### config.mk
export PLATFORM = sky130hd
export DESIGN_NAME = lsu_bus_master_flat
export DESIGN_NICKNAME = d
export VERILOG_FILES = /design/src/rtl/lsu_pkg.sv /design/src/rtl/lsu_bus_master_if.sv /design/src/rtl/lsu_align.sv /design/src/rtl/lsu_bus_master.sv /design/src/flat_wrapper.sv
export SDC_FILE = /design/constraint.sdc
export NUM_CORES = 1
export LEC_CHECK = 0
export CORE_ASPECT_RATIO = 1.1
export CORE_MARGIN = 10
export CORE_UTILIZATION = 34
export DETAILED_ROUTE_END_ITERATION = 16
export GPL_ROUTABILITY_DRIVEN = 1
export SYNTH_ARGS = -nofsm -noshare
export SYNTH_HDL_FRONTEND = slang
export SYNTH_SLANG_ARGS = --single-unit
### constraint.sdc
create_clock -name clk -period 8.78 [get_ports clk]
set_input_delay 1.756 -clock clk [delete_from_list [all_inputs] [get_ports clk]]
set_output_delay 1.756 -clock clk [all_outputs]
set_load 0.05 [all_outputs]
### src/rtl/lsu_pkg.sv
// Shared definitions for the MEM-stage load/store bus master: DMType codes,
// FSM states and access-size helpers.
package lsu_pkg;

    localparam logic [2:0] DM_B  = 3'b000;
    localparam logic [2:0] DM_H  = 3'b001;
    localparam logic [2:0] DM_W  = 3'b010;
    localparam logic [2:0] DM_BU = 3'b100;
    localparam logic [2:0] DM_HU = 3'b101;
    localparam logic [2:0] DM_WU = 3'b110;

    typedef enum logic [1:0] {
        IDLE,
        ACC0,
        ACC1,
        DONE
    } state_t;

    // Access size in bytes: 1, 2 or 4.
    function automatic logic [2:0] size_of(input logic [2:0] dm_type);
        case (dm_type[1:0])
            2'b00:   return 3'd1;
            2'b01:   return 3'd2;
            default: return 3'd4;
        endcase
    endfunction

    function automatic logic [3:0] lanemask(input logic [2:0] n);
        case (n)
            3'd1:    return 4'b0001;
            3'd2:    return 4'b0011;
            default: return 4'b1111;
        endcase
    endfunction

    // Codes x11 do not exist, and stores have no unsigned variants.
    function automatic logic is_illegal(input logic [2:0] dm_type, input logic we);
        return (dm_type[1:0] == 2'b11) || (we && dm_type[2]);
    endfunction

endpackage

### src/rtl/lsu_bus_master_if.sv
// Word-organised req/ack data memory bus with byte strobes.
interface lsu_bus_master_if;

    logic        mem_req;
    logic        mem_we;
    logic [29:0] mem_addr;
    logic [3:0]  mem_wstrb;
    logic [31:0] mem_wdata;
    logic        mem_ack;
    logic [31:0] mem_rdata;

    modport master (
        output mem_req, mem_we, mem_addr, mem_wstrb, mem_wdata,
        input  mem_ack, mem_rdata
    );

    modport slave (
        input  mem_req, mem_we, mem_addr, mem_wstrb, mem_wdata,
        output mem_ack, mem_rdata
    );

endinterface

### src/rtl/lsu_align.sv
// Lane alignment datapath: shifts store data/strobes across a two-word window
// and extracts/extends load data from the captured {hi, lo} words.
module lsu_align
    import lsu_pkg::*;
(
    input  logic [1:0]  off,
    input  logic [2:0]  dm_type,
    input  logic [31:0] wdata,
    input  logic [31:0] lo,
    input  logic [31:0] hi,
    output logic [7:0]  strb,
    output logic [63:0] lane_wdata,
    output logic [31:0] load_data
);

    logic [31:0] shifted;

    always_comb begin
        strb       = {4'b0000, lanemask(size_of(dm_type))} << off;
        lane_wdata = {32'b0, wdata} << {off, 3'b000};
        shifted    = 32'({hi, lo} >> {off, 3'b000});
        case (dm_type)
            DM_B:    load_data = {{24{shifted[7]}}, shifted[7:0]};
            DM_H:    load_data = {{16{shifted[15]}}, shifted[15:0]};
            DM_BU:   load_data = {24'b0, shifted[7:0]};
            DM_HU:   load_data = {16'b0, shifted[15:0]};
            default: load_data = shifted;
        endcase
    end

endmodule

### src/rtl/lsu_bus_master.sv
// MEM-stage load/store initiator: one request at a time, split into at most
// two word accesses, with pipeline stall, timeout and illegal-type reporting.
module lsu_bus_master
    import lsu_pkg::*;
#(
    parameter int unsigned TIMEOUT_CYC = 255
) (
    input  logic               clk,
    input  logic               rst,
    input  logic               req_valid,
    input  logic               req_we,
    input  logic [2:0]         req_type,
    input  logic [31:0]        req_addr,
    input  logic [31:0]        req_wdata,
    output logic               stall,
    output logic               done,
    output logic               err,
    output logic [31:0]        rdata,
    lsu_bus_master_if.master   bus
);

    localparam logic [15:0] TIMEOUT_LAST = 16'(TIMEOUT_CYC - 1);

    state_t      state_q, state_d;
    logic [31:0] addr_q, wdata_q, lo_q, hi_q;
    logic [2:0]  type_q;
    logic        we_q, err_q;
    logic [15:0] cnt_q;
    logic        split, timeout;
    logic [7:0]  strb;
    logic [63:0] lane_wdata;
    logic [31:0] load_data;

    assign split = ({2'b00, addr_q[1:0]} + {1'b0, size_of(type_q)}) > 4'd4;

    lsu_align u_align (
        .off        (addr_q[1:0]),
        .dm_type    (type_q),
        .wdata      (wdata_q),
        .lo         (lo_q),
        .hi         (hi_q),
        .strb       (strb),
        .lane_wdata (lane_wdata),
        .load_data  (load_data)
    );

    always_comb begin
        // NOTE: every output gets a default first so no path through the case infers a latch.
        state_d       = state_q;
        timeout       = 1'b0;
        bus.mem_req   = 1'b0;
        bus.mem_we    = 1'b0;
        bus.mem_addr  = '0;
        bus.mem_wstrb = '0;
        bus.mem_wdata = '0;
        case (state_q)
            IDLE: begin
                if (req_valid) state_d = is_illegal(req_type, req_we) ? DONE : ACC0;
            end
            ACC0: begin
                bus.mem_req  = 1'b1;
                bus.mem_we   = we_q;
                bus.mem_addr = addr_q[31:2];
                if (we_q) begin
                    bus.mem_wstrb = strb[3:0];
                    bus.mem_wdata = lane_wdata[31:0];
                end
                if (bus.mem_ack) begin
                    state_d = split ? ACC1 : DONE;
                end else if (cnt_q == TIMEOUT_LAST) begin
                    timeout = 1'b1;
                    state_d = DONE;
                end
            end
            ACC1: begin
                bus.mem_req  = 1'b1;
                bus.mem_we   = we_q;
                bus.mem_addr = addr_q[31:2] + 30'd1;
                if (we_q) begin
                    bus.mem_wstrb = strb[7:4];
                    bus.mem_wdata = lane_wdata[63:32];
                end
                if (bus.mem_ack) begin
                    state_d = DONE;
                end else if (cnt_q == TIMEOUT_LAST) begin
                    timeout = 1'b1;
                    state_d = DONE;
                end
            end
            DONE:    state_d = IDLE;
            default: state_d = IDLE;
        endcase
    end

    always_comb begin
        stall = (state_q == IDLE && req_valid) || state_q == ACC0 || state_q == ACC1;
        done  = (state_q == DONE);
        err   = done && err_q;
        rdata = (done && !err_q && !we_q) ? load_data : 32'b0;
    end

    always_ff @(posedge clk or posedge rst) begin
        if (rst) begin
            // NOTE: datapath registers are reset as well, so an aborted access leaves no stale data behind.
            state_q <= IDLE;
            addr_q  <= '0;
            wdata_q <= '0;
            lo_q    <= '0;
            hi_q    <= '0;
            type_q  <= '0;
            we_q    <= 1'b0;
            err_q   <= 1'b0;
            cnt_q   <= '0;
        end else begin
            state_q <= state_d;
            // The wait counter restarts on every state change, i.e. on each new bus access.
            if (state_d != state_q) begin
                cnt_q <= '0;
            end else if (state_q == ACC0 || state_q == ACC1) begin
                cnt_q <= cnt_q + 16'd1;
            end
            case (state_q)
                IDLE: begin
                    if (req_valid) begin
                        addr_q  <= req_addr;
                        wdata_q <= req_wdata;
                        type_q  <= req_type;
                        we_q    <= req_we;
                        err_q   <= is_illegal(req_type, req_we);
                    end
                end
                ACC0: begin
                    if (bus.mem_ack) lo_q <= bus.mem_rdata;
                    else if (timeout) err_q <= 1'b1;
                end
                ACC1: begin
                    if (bus.mem_ack) hi_q <= bus.mem_rdata;
                    else if (timeout) err_q <= 1'b1;
                end
                default: ;
            endcase
        end
    end

endmodule

### src/flat_wrapper.sv
// flat-port wrapper written by rule: the top's interface ports become plain ports
module lsu_bus_master_flat import lsu_pkg::*;
#(
    parameter int unsigned TIMEOUT_CYC = 255
)
  (clk, rst, req_valid, req_we, req_type, req_addr, req_wdata, stall, done, err, rdata, bus_mem_req, bus_mem_we, bus_mem_addr, bus_mem_wstrb, bus_mem_wdata, bus_mem_ack, bus_mem_rdata);
  lsu_bus_master_if bus_i ();
  input  logic clk;
  input  logic rst;
  input  logic req_valid;
  input  logic req_we;
  input  logic [2:0] req_type;
  input  logic [31:0] req_addr;
  input  logic [31:0] req_wdata;
  output logic stall;
  output logic done;
  output logic err;
  output logic [31:0] rdata;
  output wire logic [$bits(bus_i.mem_req)-1:0] bus_mem_req;
  output wire logic [$bits(bus_i.mem_we)-1:0] bus_mem_we;
  output wire logic [$bits(bus_i.mem_addr)-1:0] bus_mem_addr;
  output wire logic [$bits(bus_i.mem_wstrb)-1:0] bus_mem_wstrb;
  output wire logic [$bits(bus_i.mem_wdata)-1:0] bus_mem_wdata;
  input wire logic [$bits(bus_i.mem_ack)-1:0] bus_mem_ack;
  input wire logic [$bits(bus_i.mem_rdata)-1:0] bus_mem_rdata;
  assign bus_mem_req = bus_i.mem_req;
  assign bus_mem_we = bus_i.mem_we;
  assign bus_mem_addr = bus_i.mem_addr;
  assign bus_mem_wstrb = bus_i.mem_wstrb;
  assign bus_mem_wdata = bus_i.mem_wdata;
  assign bus_i.mem_ack = bus_mem_ack;
  assign bus_i.mem_rdata = bus_mem_rdata;
  lsu_bus_master #(.TIMEOUT_CYC(TIMEOUT_CYC)) u_core (.clk(clk), .rst(rst), .req_valid(req_valid), .req_we(req_we), .req_type(req_type), .req_addr(req_addr), .req_wdata(req_wdata), .stall(stall), .done(done), .err(err), .rdata(rdata), .bus(bus_i));
endmodule
==> flow_metrics.env <==
export IMPL_status="completed"
export IMPL_report_power_total_mw=4.73
export IMPL_peakVddDrop_uv=170
export IMPL_dieArea_um2=33100
export IMPL_ctsHoldBuffers=0
export IMPL_drv_slew=0
export IMPL_cp_start_kind="register"
export IMPL_cts_root_buf="clkbuf_16"
export IMPL_vias=7733
export IMPL_final_period_utilization_pct=70.6
export IMPL_cts_setup_buffers=0
export IMPL_avgRoutedWirePerCell_um=19.4
export IMPL_die_y_um=190
export IMPL_synth_area_per_cell_um2=9.71
export IMPL_cp_cell_sequence="inv_1 -> ha_1 -> inv_1 -> nor2_1 -> nand3_1 -> o31ai_1 -> clkdlybuf4s50_1"
export IMPL_min_from="u_core.lo_q[12]$_DFFE_PP0P_"
export IMPL_drt_pass1_iterations=7
export IMPL_path_clk_slew_ns=0.07
export IMPL_place_area_um2=11300
export IMPL_ys_seq_elements=143
export IMPL_io_pins=207
export IMPL_syn_num_nets=1035
export IMPL_hpwl_um=20400
export IMPL_cts_tree="built"
export IMPL_maxCapViolations=0
export IMPL_crit_slowest_cell="nor2_1"
export IMPL_finalSetupViolCount=0
export IMPL_core_area_um2=26000
export IMPL_final_area_um2=11900
export IMPL_grt_max_degree=87
export IMPL_tns_ns=0
export IMPL_yosysWarnings=0
export IMPL_post_route_util_pct=45.7
export IMPL_critPathArrivalTime_ns=4.45
export IMPL_met2_usage_pct=26.5
export IMPL_track_usage_pct=16.9
export IMPL_crit_path_end_kind="output pin"
export IMPL_viasPerCell=5.30
export IMPL_crit_top_cell="inv_1"
export IMPL_cp_data_required_time_ns=7.02
export IMPL_grt_met1_usage_pct=21.5
export IMPL_grt_pass1_wl_um=44800
export IMPL_grt_antenna_before_repair=2
export IMPL_nNetsFinal=1207
export IMPL_busiest_layer="met2"
export IMPL_drtIter0Drc=595
export IMPL_rows=62
export IMPL_synth_seq_area_share_pct=40.1
export IMPL_p_leak_nw=4.74
export IMPL_hp_class="reg2reg"
export IMPL_drc=0
export IMPL_syn_inst=919
export IMPL_reg2reg_setup_slack_ns=5.61
export IMPL_crit_start="u_core.state_q[1]$_DFF_PP0_"
export IMPL_p_per_area_nw_per_um2=398
export IMPL_clk_latency_ns=0.44
export IMPL_path_class="reg2out"
export IMPL_fin_crit_ns=6.20
export IMPL_cts_resized=0
export IMPL_r2r_start="u_core.addr_q[0]$_DFFE_PP0P_"
export IMPL_slew_headroom_pct=35.8
export IMPL_die_x_um=174
export IMPL_critical_path_peak_fanout=25
export IMPL_layout_area_overhead_vs_synth_pct=33.2
export IMPL_fmax_mhz=161
export IMPL_critical_path_buf_inv_count=3
export IMPL_worstMarginPinSlew_ns=0.962
export IMPL_routed_wl_um=28300
export IMPL_async_reset_ff_share_pct=100
export IMPL_crit_family="buffers and inverters"
export IMPL_syn_area_um2=8920
export IMPL_place_gp_congestion=0.854
export IMPL_finClkSkew_ns=0.0147
export IMPL_cts_buffers=17
export IMPL_cp_slowest_stage_delay_ns=0.90
export IMPL_dominantRegCellSynth="dfrtp_1"
export IMPL_port_buffers=206
export IMPL_ctsLongestPathBuffers=2
export IMPL_finalHoldViolCount=0
export IMPL_synth_edf_count=0
export IMPL_floorplan_initialDensity_pct=34.3
export IMPL_rsz0062_at_grt="no"
export IMPL_ys_types=56
export IMPL_use_met3_pct=5.23
export IMPL_drtAntennaViolNets=0
export IMPL_grt_overflow=0
export IMPL_final_layout_size_suffix_gt1_share_pct=20.7
export IMPL_cts_sinks=143
export IMPL_h_tree_depth=4
export IMPL_grt_pass1_vias=7909
export IMPL_worst_hold_slack_ns=0.506
## stage by stage
step	worst slack, ns	cells
2_1_floorplan	3.19	919
3_3_place_gp	2.98	1424
3_5_place_dp	2.94	1424
4_1_cts	2.55	1456
5_1_grt	2.26	1456
6_report	2.58	1459
## synthesized netlist by cell type (all sizes together), types with 11 or more instances
cell type	instances	area, um2
o21ai	62	310
a22oi	22	165
nand4	13	81.3
nor2	94	353
dfrtp	143	3580
mux2	167	1880
mux2i	35	350
buf	28	125
a31oi	11	68.8
ha	11	138
nand3	21	105
inv	25	93.8
nand2	55	206
clkbuf	35	131
a21oi	69	345
## power breakdown
group          switching, mW  total, mW  internal (mW)
sequential             0.358       1.33          0.970
combinational           1.54       2.65           1.11
clock                  0.362      0.752          0.389
## flip-flops by register name, indices dropped and copies added (netlist names)
| register | cells |
|---|---|
| u_core.addr_q | 32 |
| u_core.cnt_q | 16 |
| u_core.err_q | 1 |
| u_core.hi_q | 24 |
| u_core.lo_q | 32 |
| u_core.state_q | 2 |
| u_core.type_q | 3 |
| u_core.wdata_q | 32 |
| u_core.we_q | 1 |
## layout make-up
cell class	instances	area (um2)
Clock inverter	15	184
Tap cell	352	440
Multi-Input combinational cell	688	5000
Sequential cell	143	3590
Inverter	25	98.8
Timing Repair Buffer	216	2140
Clock buffer	17	425
Fill cell	2431	14100
Antenna cell	3	7.51
## worst register-to-register path: stages, from the launching register on
cell and delay (ns):
dfrtp_4 0.81, ha_1 0.30, fa_1 0.41, or2_2 0.30, a31oi_1 0.21, a21boi_0 0.34, o221ai_2 0.38, a211oi_1 0.33
## cells by family (layout without fill, tap and decap cells)
logic type / after synthesis / after routing / synth area share [%]
fa+ha+maj: 12 / 12 / 1.77
compound gates: 209 / 209 / 14.1
simple gates: 249 / 249 / 13.6
flops: 143 / 143 / 40.1
xor+xnor: 16 / 16 / 1.57
other cells: 0 / 3 / 0
buf+inv: 88 / 273 / 3.93
mux: 202 / 202 / 25.0
## cells in the final DEF (no fill, tap or decap), types with 5 or more instances in the layout
| cell type | count |
|---|---|
| o211ai_1 | 8 |
| xnor2_1 | 7 |
| xor2_1 | 9 |
| a31oi_1 | 11 |
| a41oi_1 | 5 |
| o21ai_0 | 62 |
| nor2b_1 | 9 |
| a21oi_1 | 69 |
| nand2b_1 | 5 |
| nand3_1 | 21 |
| ha_1 | 11 |
| nand2_1 | 54 |
| mux2i_1 | 35 |
| clkdlybuf4s50_1 | 206 |
| or3_1 | 5 |
| inv_1 | 24 |
| o31ai_1 | 6 |
| and2_1 | 5 |
| clkbuf_16 | 17 |
| inv_8 | 6 |
| mux2_2 | 167 |
| and3_1 | 7 |
| buf_4 | 10 |
| nand4_1 | 13 |
| nor2_1 | 94 |
| a22oi_1 | 22 |
| nor3_1 | 7 |
| or2_2 | 8 |
| a211oi_1 | 9 |
| dfrtp_1 | 141 |
## final timing paths
| check | to | cells past startpoint |
|---|---|---|
| worst max register to register | u_core.cnt_q[1]$_DFFE_PP0P_ | 7 |
| worst max-delay path | bus_mem_addr[21] | 7 |
| worst min register to register | u_core.lo_q[12]$_DFFE_PP0P_ | 1 |
| min in group asynchronous | u_core.lo_q[3]$_DFFE_PP0P_ | 2 |
| max in group asynchronous | u_core.addr_q[1]$_DFFE_PP0P_ | 3 |
| worst min-delay path | u_core.lo_q[12]$_DFFE_PP0P_ | 1 |
## layer usage
layer | share of wire (%) | routed length (um)
met1 | 44 | 12500
met2 | 46 | 12900
met5 | 0 | 0
met3 | 8.1 | 2280
met4 | 2.3 | 651
(Power assumes the default switching activity.)
==> RTL edit 1 (same settings) <==
The 4 states of `state_t` get a one-hot encoding in 4 bits.
--- a/src/rtl/lsu_pkg.sv
+++ b/src/rtl/lsu_pkg.sv
@@ -11,7 +11,7 @@
 
-    typedef enum logic [1:0] {
-        IDLE,
-        ACC0,
-        ACC1,
-        DONE
+    typedef enum logic [3:0] {
+        IDLE = 4'b0001,
+        ACC0 = 4'b0010,
+        ACC1 = 4'b0100,
+        DONE = 4'b1000
     } state_t;
Formal check against the unedited RTL: same outputs for any inputs over 4 cycles, from zero or initial values and one cycle with rst high; so few cycles prove little.
==> RTL edit 1 against the unedited design <==
Hold slack worse by 0.0078 ns; worst setup slack better by 0.48 ns; sequential cell count up 2; routed wire length increased by 2.7%; largest cell class unchanged; design area fell by 0.84%; synthesized area hardly changed.
Power is not compared: it rests on default switching activity, and its combinational part moved more than twofold at a synthesized area within 25%.
==> RTL edit 1: results (changes against the unedited design) <==
placed cell areas=11190 sq um (-0.59%); DP HPWL=20860 microns (+2.5%); total track usage=17.08% (+0.23 points); status=finished clean; largest net degree at the start of global routing=96 (+10%); top post-synthesis cells by area=dfrtp_1, nand2_1, mux2_2; drt pass-1 iters=5 (-2); syn nets=1124 (+8.6%); worst path arrival time=3.96 ns (-0.49 ns); WL per Instance=18.91 microns (-2.5%); Synth top cells by count=nand2_1, dfrtp_1, mux2_2; vias in the first global route=8078 (+2.1%); Detailed Route WL=29060 microns (+2.7%); Place WS=3.215 ns (+0.2798 ns); n_diodes=0 (-3); Synth cell types=70 (+25%); Post-Syn Instances=1013 (+10%); Worst path max stage delay=0.88 ns (-0.02 ns); fillers=2540 (+4.5%); layout cells sized above 1=10.63% (-10 points); DR vias/cell=5.311 (+0.20%); initial DRC count=667 (+12%); critical path peak fanout=71 (+180%); first-pass GRT wire length=45940 microns (+2.4%); nets=1283 (+6.3%); post-synthesis sequential area ratio=40.72% (+0.60 points); initial antenna violation count=0 (-2)
==> RTL edit 1: layout make-up <==
class / count / area share [%]
clock inverter: 14 / 1.222
multi-input combinational: 781 / 41.97
sequential: 145 / 30.86
tap: 352 / 3.740
clock buffer: 18 / 3.729
timing repair buffer: 214 / 18.02
inverter: 13 / 0.4568
==> RTL edit 1: kinds of logic (layout without fill, tap and decap cells) <==
| kind of cell | count (synthesis) | after routing | synth area share, % |
|---|---|---|---|
| flops | 145 | 145 | 40.72 |
| simple gates | 432 | 432 | 22.15 |
| mux | 127 | 127 | 15.45 |
| buf+inv | 87 | 259 | 3.832 |
| xor+xnor | 12 | 12 | 1.179 |
| compound gates | 203 | 203 | 15.60 |
| fa+ha+maj | 7 | 7 | 1.067 |
==> RTL edit 1: where the power goes <==
group          internal [mW]  total (mW)  switching (mW)
registers              0.907        1.25           0.340
clock network          0.408       0.730           0.322
logic                  0.519        1.24           0.717
==> RTL edit 1: path summary, 6_finish.rpt <==
| kind | start | end | slack [ns] | cells after the start |
|---|---|---|---|---|
| max in group asynchronous | rst | u_core.addr_q[5] | 5.70 | 3 |
| worst min-delay path | u_core.lo_q[3] | u_core.lo_q[3] | 0.50 | 1 |
| min in group asynchronous | rst | u_core.wdata_q[29] | 1.87 | 2 |
| worst min register to register | u_core.lo_q[3] | u_core.lo_q[3] | 0.50 | 1 |
| worst max-delay path | u_core.addr_q[0] | rdata[15] | 3.06 | 6 |
| worst max register to register | u_core.state_q[2] | u_core.cnt_q[5] | 5.61 | 5 |
==> RTL edit 1: per-layer routing <==
layer  global-route usage (%)  vias up  part of all wire, %
li1                         -     3943                    -
met1                    21.78     3954                   44
met2                    27.94      229                   48
met3                    4.045       37                  6.0
met4                    5.693        0                  2.2
met5                        0        -                    0
==> RTL edit 2 (same flow settings) <==
Made on the original files. `TIMEOUT_CYC` is set to 255 in 2 places; all go to 127.
--- a/src/rtl/lsu_bus_master.sv
+++ b/src/rtl/lsu_bus_master.sv
@@ -5,3 +5,3 @@
 #(
-    parameter int unsigned TIMEOUT_CYC = 255
+    parameter int unsigned TIMEOUT_CYC = 127
 ) (
--- a/src/flat_wrapper.sv
+++ b/src/flat_wrapper.sv
@@ -3,3 +3,3 @@
 #(
-    parameter int unsigned TIMEOUT_CYC = 255
+    parameter int unsigned TIMEOUT_CYC = 127
 )
Function: same outputs for any inputs over 4 cycles, from zero or initial values and one cycle with rst high; that may be too few to reach the edited logic, so the function may still have changed.
==> RTL edit 2 against the unedited design <==
Power increased by 3.3%; sequential cell count is the same; synthesized area is 3.4% higher; largest power group unchanged; clock power grew 2%; routed wire length up 0.86%; worst setup slack improved by 0.46 ns; count of clock-buffer cells in the layout unchanged; first-iteration DRC count shrank 19%; design area increased by 2.2%; via count increased by 0.49%.
==> RTL edit 2: results (changes against the unedited design) <==
Reg2Reg Capture Point=u_core.cnt_q[7]; layout cells sized above 1=20.75% (about the same); Post-Layout Inst Area=12140 sq um (+2.2%); Place WS=2.925 ns (-0.01073 ns); met2 wire len=13520 microns (+4.9%); Fmax=174.3 MHz (+8.1%); Critical Path Start=u_core.state_q[0]; Avg Cell Area, Syn=9.784 sq um (+0.80%); crit-path leading delay family=simple AND/OR/NAND/NOR gates; Worst-Skew Late Latency=0.42 ns (-0.02 ns); status=finished clean; Static Leak=4.754 nW (+0.35%); Synth cell types=62 (+11%); placed cell areas=11510 sq um (+2.2%); worst path arrival time=3.98 ns (-0.47 ns); initial antenna violation count=3 (+1); met2 usage=27.02% (+0.49 points); clk pwr=0.767 mW (+2%); Inst Count DP=1443 (+1.3%); total track usage=16.34% (-0.51 points); Max Used Layer=met4; vias in the first global route=7957 (+0.61%); worst hold path endpoint=u_core.hi_q[8]; syn nets=1059 (+2.3%); post-route insts no fill=1478 (+1.3%); met1 track demand over resource=20.60% (-0.86 points); met1 WL=12690 microns (+1.7%); drt pass-1 iters=5 (-2); Final Skew=0.01540 ns (+0.0006607 ns); worst reg-to-reg setup slack=5.13 ns (-0.48 ns); Slew HR=25.89% (-10 points); critical path's slowest cell=clkdlybuf4s50_1; crit path capture=bus_mem_addr[24]; clk buf depth=2 (unchanged); top post-synthesis cells by area=dfrtp_1, mux2_2, mux2i_1; DP HPWL=20230 microns (-0.60%); largest net degree at the start of global routing=98 (+13%); hold depth=1 (unchanged); WL per Instance=19.31 microns (-0.44%); GPL Wtd Cong=0.8356 (-2.1%); met3 Use GR=4.873% (-0.36 points); critical path peak fanout=25 (unchanged); VDD IR max=0.2154 mV (+27%); DR vias/cell=5.258 (-0.80%); Internal=2.574 mW (+4.2%); Hold WS=0.5061 ns (+0.0001560 ns); worst hold start=u_core.hi_q[8]; Clock transition at path regs=0.07 ns (about the same); Worst path max stage delay=0.82 ns (-0.08 ns); Final Power=4.886 mW (+3.3%); nets=1221 (+1.2%); post-synthesis sequential area ratio=38.78% (-1.3 points); metal3 WL=2096 microns (-8.2%); initial DRC count=482 (-19%); first-pass GRT wire length=44830 microns (about the same); Synth top cells by count=mux2_2, dfrtp_1, nand2_1
==> RTL edit 2: changes by cell type after synthesis, moves of 11 or more <==
cell     unedited run  this run
a22oi_1            22        11
nand2_1            55        80
nor3b_1             1        20
inv_1              25         9
and2_1              5        19
nor2_1             94        47
==> RTL edit 2: cell families (layout without fill, tap and decap cells) <==
logic type                 after synthesis  count (layout)  share of synthesized area, %
AOI/OAI and AO/OA                      203             203                         12.96
xor gates and xnor gates                16              16                         1.519
adders and majority gates               12              12                         1.709
buffers and inverters                   79             254                         3.580
DFF                                    143             143                         38.78
muxes                                  208             208                         24.88
other                                    0               3                             0
and+or+nand+nor                        282             282                         16.56
==> RTL edit 2: cell type report <==
class                      instances  area [sq um]
fill                            2544         14740
sequential                       143          3586
inverter                           9         38.79
tap                              357         446.7
antenna                            3         7.507
clock inverter                    15         191.4
clock buffer                      17         425.4
multi-input combinational        721          5325
timing repair buffer             213          2115
